==> src/rtl/ofs_fim_eth_chan_pkg.sv <==
// ---------------------------------------------------------------------------
// ofs_fim_eth_chan_pkg
//   Shared definitions for the per-channel HSSI Ethernet glue.
//   - Default widths of the RX data stream, sideband words and debug counters.
//   - t_rx_beat: one RX AXI-S beat at the default widths.
//   - t_sb_word: one sideband word at the default width.
//   - rx_beat_to_string: readable rendering of a beat for simulation logs.
// ---------------------------------------------------------------------------
package ofs_fim_eth_chan_pkg;

    localparam int DEF_DATA_W = 64;
    localparam int DEF_USER_W = 8;
    localparam int DEF_SB_W   = 32;
    localparam int DEF_CNT_W  = 32;

    typedef struct packed {
        logic [DEF_DATA_W-1:0]   tdata;
        logic [DEF_DATA_W/8-1:0] tkeep;
        logic                    tlast;
        logic [DEF_USER_W-1:0]   tuser;
    } t_rx_beat;

    typedef logic [DEF_SB_W-1:0] t_sb_word;

    function automatic string rx_beat_to_string(input t_rx_beat beat);
        return $sformatf("tdata=%h tkeep=%h tlast=%0b tuser=%h",
                         beat.tdata, beat.tkeep, beat.tlast, beat.tuser);
    endfunction

endpackage

==> src/rtl/ofs_fim_eth_axis_skid.sv <==
// ---------------------------------------------------------------------------
// ofs_fim_eth_axis_skid
//   Two-entry (main + skid) AXI-S buffer with a registered upstream ready.
//   Full throughput with a 1-cycle latency when empty; the skid entry absorbs
//   the one beat that can arrive in the cycle after downstream stalls.
// Ports
//   clk, rst              clock, synchronous active-high reset
//   up_valid/up_ready     upstream handshake (up_ready is a flop output)
//   up_data [WIDTH]       upstream beat
//   dn_valid/dn_ready     downstream handshake
//   dn_data [WIDTH]       downstream beat, held while stalled
// ---------------------------------------------------------------------------
module ofs_fim_eth_axis_skid #(
    parameter int WIDTH = 81
) (
    input  logic             clk,
    input  logic             rst,
    input  logic             up_valid,
    output logic             up_ready,
    input  logic [WIDTH-1:0] up_data,
    output logic             dn_valid,
    input  logic             dn_ready,
    output logic [WIDTH-1:0] dn_data
);

    logic             main_vld;
    logic             skid_vld;
    logic             rdy;
    logic [WIDTH-1:0] main_data;
    logic [WIDTH-1:0] skid_data;

    logic push;
    logic pop;
    logic main_open;
    logic main_vld_nxt;
    logic skid_vld_nxt;
    logic load_main;
    logic load_skid;

    // Upstream can only push while the skid is empty, so a full skid never
    // coincides with a push and main refills from skid first when it drains.
    always_comb begin
        push         = up_valid & rdy;
        pop          = main_vld & dn_ready;
        main_open    = ~main_vld | pop;
        main_vld_nxt = main_vld;
        skid_vld_nxt = skid_vld;
        load_main    = 1'b0;
        load_skid    = 1'b0;
        if (main_open) begin
            main_vld_nxt = skid_vld | push;
            load_main    = skid_vld | push;
            skid_vld_nxt = 1'b0;
        end else if (push) begin
            skid_vld_nxt = 1'b1;
            load_skid    = 1'b1;
        end
    end

    always_ff @(posedge clk) begin
        if (rst) begin
            main_vld <= 1'b0;
            skid_vld <= 1'b0;
            rdy      <= 1'b0;
        end else begin
            main_vld <= main_vld_nxt;
            skid_vld <= skid_vld_nxt;
            rdy      <= ~skid_vld_nxt;
        end
    end

    always_ff @(posedge clk) begin
        if (load_main) begin
            main_data <= skid_vld ? skid_data : up_data;
        end
        if (load_skid) begin
            skid_data <= up_data;
        end
    end

    assign up_ready = rdy;
    assign dn_valid = main_vld;
    assign dn_data  = main_data;

endmodule

==> src/rtl/ofs_fim_eth_rx_sb_channel.sv <==
// ---------------------------------------------------------------------------
// ofs_fim_eth_rx_sb_channel
//   Per-channel glue between the HSSI MAC and the AFU.
//   - RX data AXI-S (MAC->AFU) through a full-throughput skid buffer.
//   - SB RX (MAC->AFU) and SB TX (AFU->MAC) sideband: one register stage each.
//   - Debug: sticky last SB RX word, delivered-frame and errored-frame counters.
// Ports
//   clk, rst                        clock, synchronous active-high reset
//   mac_rx_*                        RX stream from MAC (tvalid/tready/tdata/tkeep/tlast/tuser)
//   afu_rx_*                        RX stream to AFU, same fields
//   mac_sb_rx_tvalid/tdata          SB RX from MAC    -> afu_sb_rx_tvalid/tdata
//   afu_sb_tx_tvalid/tdata          SB TX from AFU    -> mac_sb_tx_tvalid/tdata
//   sb_rx_status                    last SB RX word seen
//   rx_pkt_cnt, rx_err_cnt          frames delivered / frames with tuser[0] on tlast
// ---------------------------------------------------------------------------
module ofs_fim_eth_rx_sb_channel
    import ofs_fim_eth_chan_pkg::*;
#(
    parameter int DATA_W = DEF_DATA_W,
    parameter int USER_W = DEF_USER_W,
    parameter int SB_W   = DEF_SB_W,
    parameter int CNT_W  = DEF_CNT_W
) (
    input  logic                clk,
    input  logic                rst,

    input  logic                mac_rx_tvalid,
    output logic                mac_rx_tready,
    input  logic [DATA_W-1:0]   mac_rx_tdata,
    input  logic [DATA_W/8-1:0] mac_rx_tkeep,
    input  logic                mac_rx_tlast,
    input  logic [USER_W-1:0]   mac_rx_tuser,

    output logic                afu_rx_tvalid,
    input  logic                afu_rx_tready,
    output logic [DATA_W-1:0]   afu_rx_tdata,
    output logic [DATA_W/8-1:0] afu_rx_tkeep,
    output logic                afu_rx_tlast,
    output logic [USER_W-1:0]   afu_rx_tuser,

    input  logic                mac_sb_rx_tvalid,
    input  logic [SB_W-1:0]     mac_sb_rx_tdata,
    output logic                afu_sb_rx_tvalid,
    output logic [SB_W-1:0]     afu_sb_rx_tdata,

    input  logic                afu_sb_tx_tvalid,
    input  logic [SB_W-1:0]     afu_sb_tx_tdata,
    output logic                mac_sb_tx_tvalid,
    output logic [SB_W-1:0]     mac_sb_tx_tdata,

    output logic [SB_W-1:0]     sb_rx_status,
    output logic [CNT_W-1:0]    rx_pkt_cnt,
    output logic [CNT_W-1:0]    rx_err_cnt
);

    localparam int BEAT_W = DATA_W + DATA_W/8 + 1 + USER_W;

    logic [BEAT_W-1:0] rx_beat_in;
    logic [BEAT_W-1:0] rx_beat_out;

    assign rx_beat_in = {mac_rx_tdata, mac_rx_tkeep, mac_rx_tlast, mac_rx_tuser};

    ofs_fim_eth_axis_skid #(
        .WIDTH (BEAT_W)
    ) u_rx_skid (
        .clk      (clk),
        .rst      (rst),
        .up_valid (mac_rx_tvalid),
        .up_ready (mac_rx_tready),
        .up_data  (rx_beat_in),
        .dn_valid (afu_rx_tvalid),
        .dn_ready (afu_rx_tready),
        .dn_data  (rx_beat_out)
    );

    assign {afu_rx_tdata, afu_rx_tkeep, afu_rx_tlast, afu_rx_tuser} = rx_beat_out;

    // ---- Sideband stage p1 ----
    logic            sb_rx_vld_p1;
    logic [SB_W-1:0] sb_rx_data_p1;
    logic            sb_tx_vld_p1;
    logic [SB_W-1:0] sb_tx_data_p1;
    logic [SB_W-1:0] sb_status;

    always_ff @(posedge clk) begin
        if (rst) begin
            sb_rx_vld_p1 <= 1'b0;
            sb_tx_vld_p1 <= 1'b0;
            sb_status    <= '0;
        end else begin
            sb_rx_vld_p1 <= mac_sb_rx_tvalid;
            sb_tx_vld_p1 <= afu_sb_tx_tvalid;
            if (mac_sb_rx_tvalid) begin
                sb_status <= mac_sb_rx_tdata;
            end
        end
    end

    always_ff @(posedge clk) begin
        if (mac_sb_rx_tvalid) begin
            sb_rx_data_p1 <= mac_sb_rx_tdata;
        end
        if (afu_sb_tx_tvalid) begin
            sb_tx_data_p1 <= afu_sb_tx_tdata;
        end
    end

    assign afu_sb_rx_tvalid = sb_rx_vld_p1;
    assign afu_sb_rx_tdata  = sb_rx_data_p1;
    assign mac_sb_tx_tvalid = sb_tx_vld_p1;
    assign mac_sb_tx_tdata  = sb_tx_data_p1;
    assign sb_rx_status     = sb_status;

    // Frames are counted where the AFU actually accepts the tlast beat.
    logic frame_done;
    assign frame_done = afu_rx_tvalid & afu_rx_tready & afu_rx_tlast;

    always_ff @(posedge clk) begin
        if (rst) begin
            rx_pkt_cnt <= '0;
            rx_err_cnt <= '0;
        end else if (frame_done) begin
            rx_pkt_cnt <= rx_pkt_cnt + CNT_W'(1);
            if (afu_rx_tuser[0]) begin
                rx_err_cnt <= rx_err_cnt + CNT_W'(1);
            end
        end
    end

endmodule

==> config.mk <==
export PLATFORM = sky130hd
export DESIGN_NAME = ofs_fim_eth_rx_sb_channel
export DESIGN_NICKNAME = d
export VERILOG_FILES = /design/src/rtl/ofs_fim_eth_chan_pkg.sv /design/src/rtl/ofs_fim_eth_axis_skid.sv /design/src/rtl/ofs_fim_eth_rx_sb_channel.sv
export SDC_FILE = /design/constraint.sdc
export NUM_CORES = 1
export LEC_CHECK = 0
export BUFFER_PORTS_ARGS = -buffer_cell sky130_fd_sc_hd__buf_2
export CAP_MARGIN = 20
export CORE_ASPECT_RATIO = 0.75
export CORE_MARGIN = 8
export CORE_UTILIZATION = 35
export DETAILED_ROUTE_END_ITERATION = 8
export GPL_ROUTABILITY_DRIVEN = 0
export HOLD_SLACK_MARGIN = 0.02
export PLACE_DENSITY = 0.6
export SYNTH_ARGS = -nofsm -noshare
export SYNTH_HDL_FRONTEND = slang
export SYNTH_HIERARCHICAL = 1
export SYNTH_SLANG_ARGS = --single-unit
==> constraint.sdc <==
create_clock -name clk -period 5.3 [get_ports clk]
set_input_delay 0.53 -clock clk [delete_from_list [all_inputs] [get_ports clk]]
set_output_delay 0.53 -clock clk [all_outputs]
set_load 0.02 [all_outputs]
==> run metrics <==
Hold-fix buffers, CTS 0; I/O Pins 396; Die X 233 um; Final Setup Violations 0; Crit Path Category reg2reg; Routed Antenna Nets 0; #FFs+latches synth 327; Clock Pin Slew Worst Setup and Hold Paths 0.06 ns; CORE AREA 34,700 um^2; final worst-path cycle share 46.6%; LEAKAGE 6.47 nW; Area contributors post-synth edfxtp_1 55%, dfxtp_1 16%, mux2_4 9.8%, nor2_1 2.9%, xor2_1 2.8%; Max Buffers Root-to-Sink 3; die area 41,500 um^2; pre-CTS setup slack 2.67 ns; Max Transition Viols Final 0; setup slack after layout 2.83 ns; Iter 0 DRT Violations 402; Distinct cells, synth 42; setup bufs post-CTS 0; Port Buffers 395; residual DRC count 0; number of gates resized after cts 0; Fmax 0.405 GHz; Die Y 178 um; reg-to-reg setup timing slack 2.83 ns; H-tree levels 2; post-synth net total 916; final hold violation count 0; fraction of layout cells with a size suffix above 1 45.7%; Area after DPL 14,700 um^2; gr ovfl total 0; R2R cell count 3; crit path DAT 2.63 ns; sequential fraction of the synthesis area 71.5%; Ys Warns 6; half-perimeter wire length after placement 23.9 mm; peak supply drop 315 uV; Initial Util 35.5%; first-pass GRT wire length 46.9 mm; number of global-route vias before repair 7,696; most frequent cells after synthesis 226 x edfxtp_1, 101 x dfxtp_1, 96 x nor2_1; relative slew slack 36.8%; reg2reg end u_rx_skid/dn_data[75]; worst path required time 5.45 ns; nets 1,325; final WL 32.3 mm; Avg WL per Cell 19.5 um; Skew-Pair Late Insertion Delay 0.51 ns; Least-Margin Pin Slew 0.948 ns; run status completed; worst hold path class in2reg; DRT Pass-1 Iters 5; synthesized area 12,300 um^2; initial antenna violation count 5; crit-path max cell delay 0.74 ns; TritonCTS clock tree built; TNS Setup 0 ns; clock sink count 327; most frequent cell after synthesis edfxtp_1; vias post-DR 7,559; Max Cap Violations 0; dpl cells 1,591; pin count of the biggest net entering global routing 103; Post-Layout Cell Count 1,654; Via density 4.57; row cnt 59; post-layout util 45.4%; Gate Count Post-Synth 763; RSZ-0062 raised after global routing no; Yosys top cell by area edfxtp_1; final hold slack 0.191 ns; asr flop ratio synth 0%; ys flop type edfxtp_1; Synth top area share 55.1%; Layout fillers 3,171; Critical Path End Type register; EDFF count, synth 226; CP endpoint u_rx_skid/dn_data[75]; Worst R2R Start u_rx_skid/skid_vld; Root Buffer clkbuf_16; Total Power 5.52 mW; synthesized area per cell 16.1 um^2; Worst setup SP type register; worst-path maximum fanout 33; CTS Buf Count 35; area delta synth->final 27.8%; PD cells 351 nW/um^2; final instance area 15,700 um^2; CP startpoint u_rx_skid/skid_vld; crit path cell chain a21oi_1, nor2_4, buf_4; Slowest cell on crit path dfxtp_4; Final Skew 0.00796 ns; Final Critical Period 2.47 ns; GRT Overall Usage 14.6%
layout by cell type, fill, tap and decap left out, drive strengths merged, types with 24 or more instances in the layout:
cell type and n:
buf 402, edfxtp 226, dfxtp 101, nor2 97
mux2 82, clkbuf 41, xor2 40, mux2i 32
nand2 24
worst min-delay path by stage:
stage / from / to / slack, ns / cells after the start
after CTS: afu_sb_tx_tdata[9] / mac_sb_tx_tdata[9] / 0.16 / 1
final: afu_sb_tx_tdata[9] / mac_sb_tx_tdata[9] / 0.19 / 1
after global placement: sb_rx_status[2] / sb_rx_status[2] / 0.47 / 2
after detailed placement: sb_rx_status[24] / sb_rx_status[24] / 0.48 / 2
after floorplan: u_rx_skid/skid_data[78] / u_rx_skid/dn_data[78] / 0.52 / 1
after global routing: afu_sb_tx_tdata[12] / mac_sb_tx_tdata[12] / 0.16 / 1
routing by layer:
layer / wire, um / part of all wire, % / track usage [%] / vias up
li1: - / - / - / 3611
met1: 12900 / 40 / 17.5 / 3702
met2: 16800 / 52 / 26.0 / 187
met3: 1830 / 5.7 / 3.37 / 55
met4: 680 / 2.1 / 4.37 / 4
met5: 27 / 0.084 / 0 / -
sequential cells by signal, indices dropped and copies added (netlist names):
register,count
mac_sb_tx_tdata,32
u_rx_skid/dn_valid,1
rx_pkt_cnt,32
afu_sb_rx_tvalid,1
u_rx_skid/dn_data,81
mac_sb_tx_tvalid,1
rx_err_cnt,32
u_rx_skid/skid_data,81
u_rx_skid/skid_vld,1
u_rx_skid/up_ready,1
sb_rx_status,32
afu_sb_rx_tdata,32
logic make-up (layout without fill, tap and decap cells):
logic type / after synthesis / count (layout) / share of synthesized area [%]
simple gates: 219 / 219 / 8.97
compound gates: 11 / 11 / 0.487
other cells: 0 / 1 / 0
flops: 327 / 327 / 71.5
buf+inv: 32 / 465 / 2.18
xor+xnor: 58 / 58 / 4.12
fa+ha+maj: 2 / 2 / 0.203
mux: 114 / 114 / 12.5
worst max-delay path, delay by kind of cell, from the launching register on:
kind                   cells  cell delay (ns)
and+or+nand+nor            1             0.60
AOI/OAI and AO/OA          1             0.22
buffers and inverters      1             0.53
DFF                        1             0.74
layout make-up:
class	instances	area (um^2)	area share [%]
inverter	2	7.51	0.0477
clock inverter	20	96.3	0.612
timing repair buffer	402	2040	13.0
sequential	327	8810	56.0
tap	457	572	3.63
clock buffer	41	951	6.04
multi-input combinational	404	3250	20.7
antenna	1	2.50	0.0159
where the power goes:
part,switching [mW],total [mW],leakage [nW],internal [mW]
registers,0.0333,2.87,2.94,2.83
clock network,0.972,2.25,0.516,1.28
logic,0.249,0.407,3.01,0.157
(Power assumes the default switching activity.)
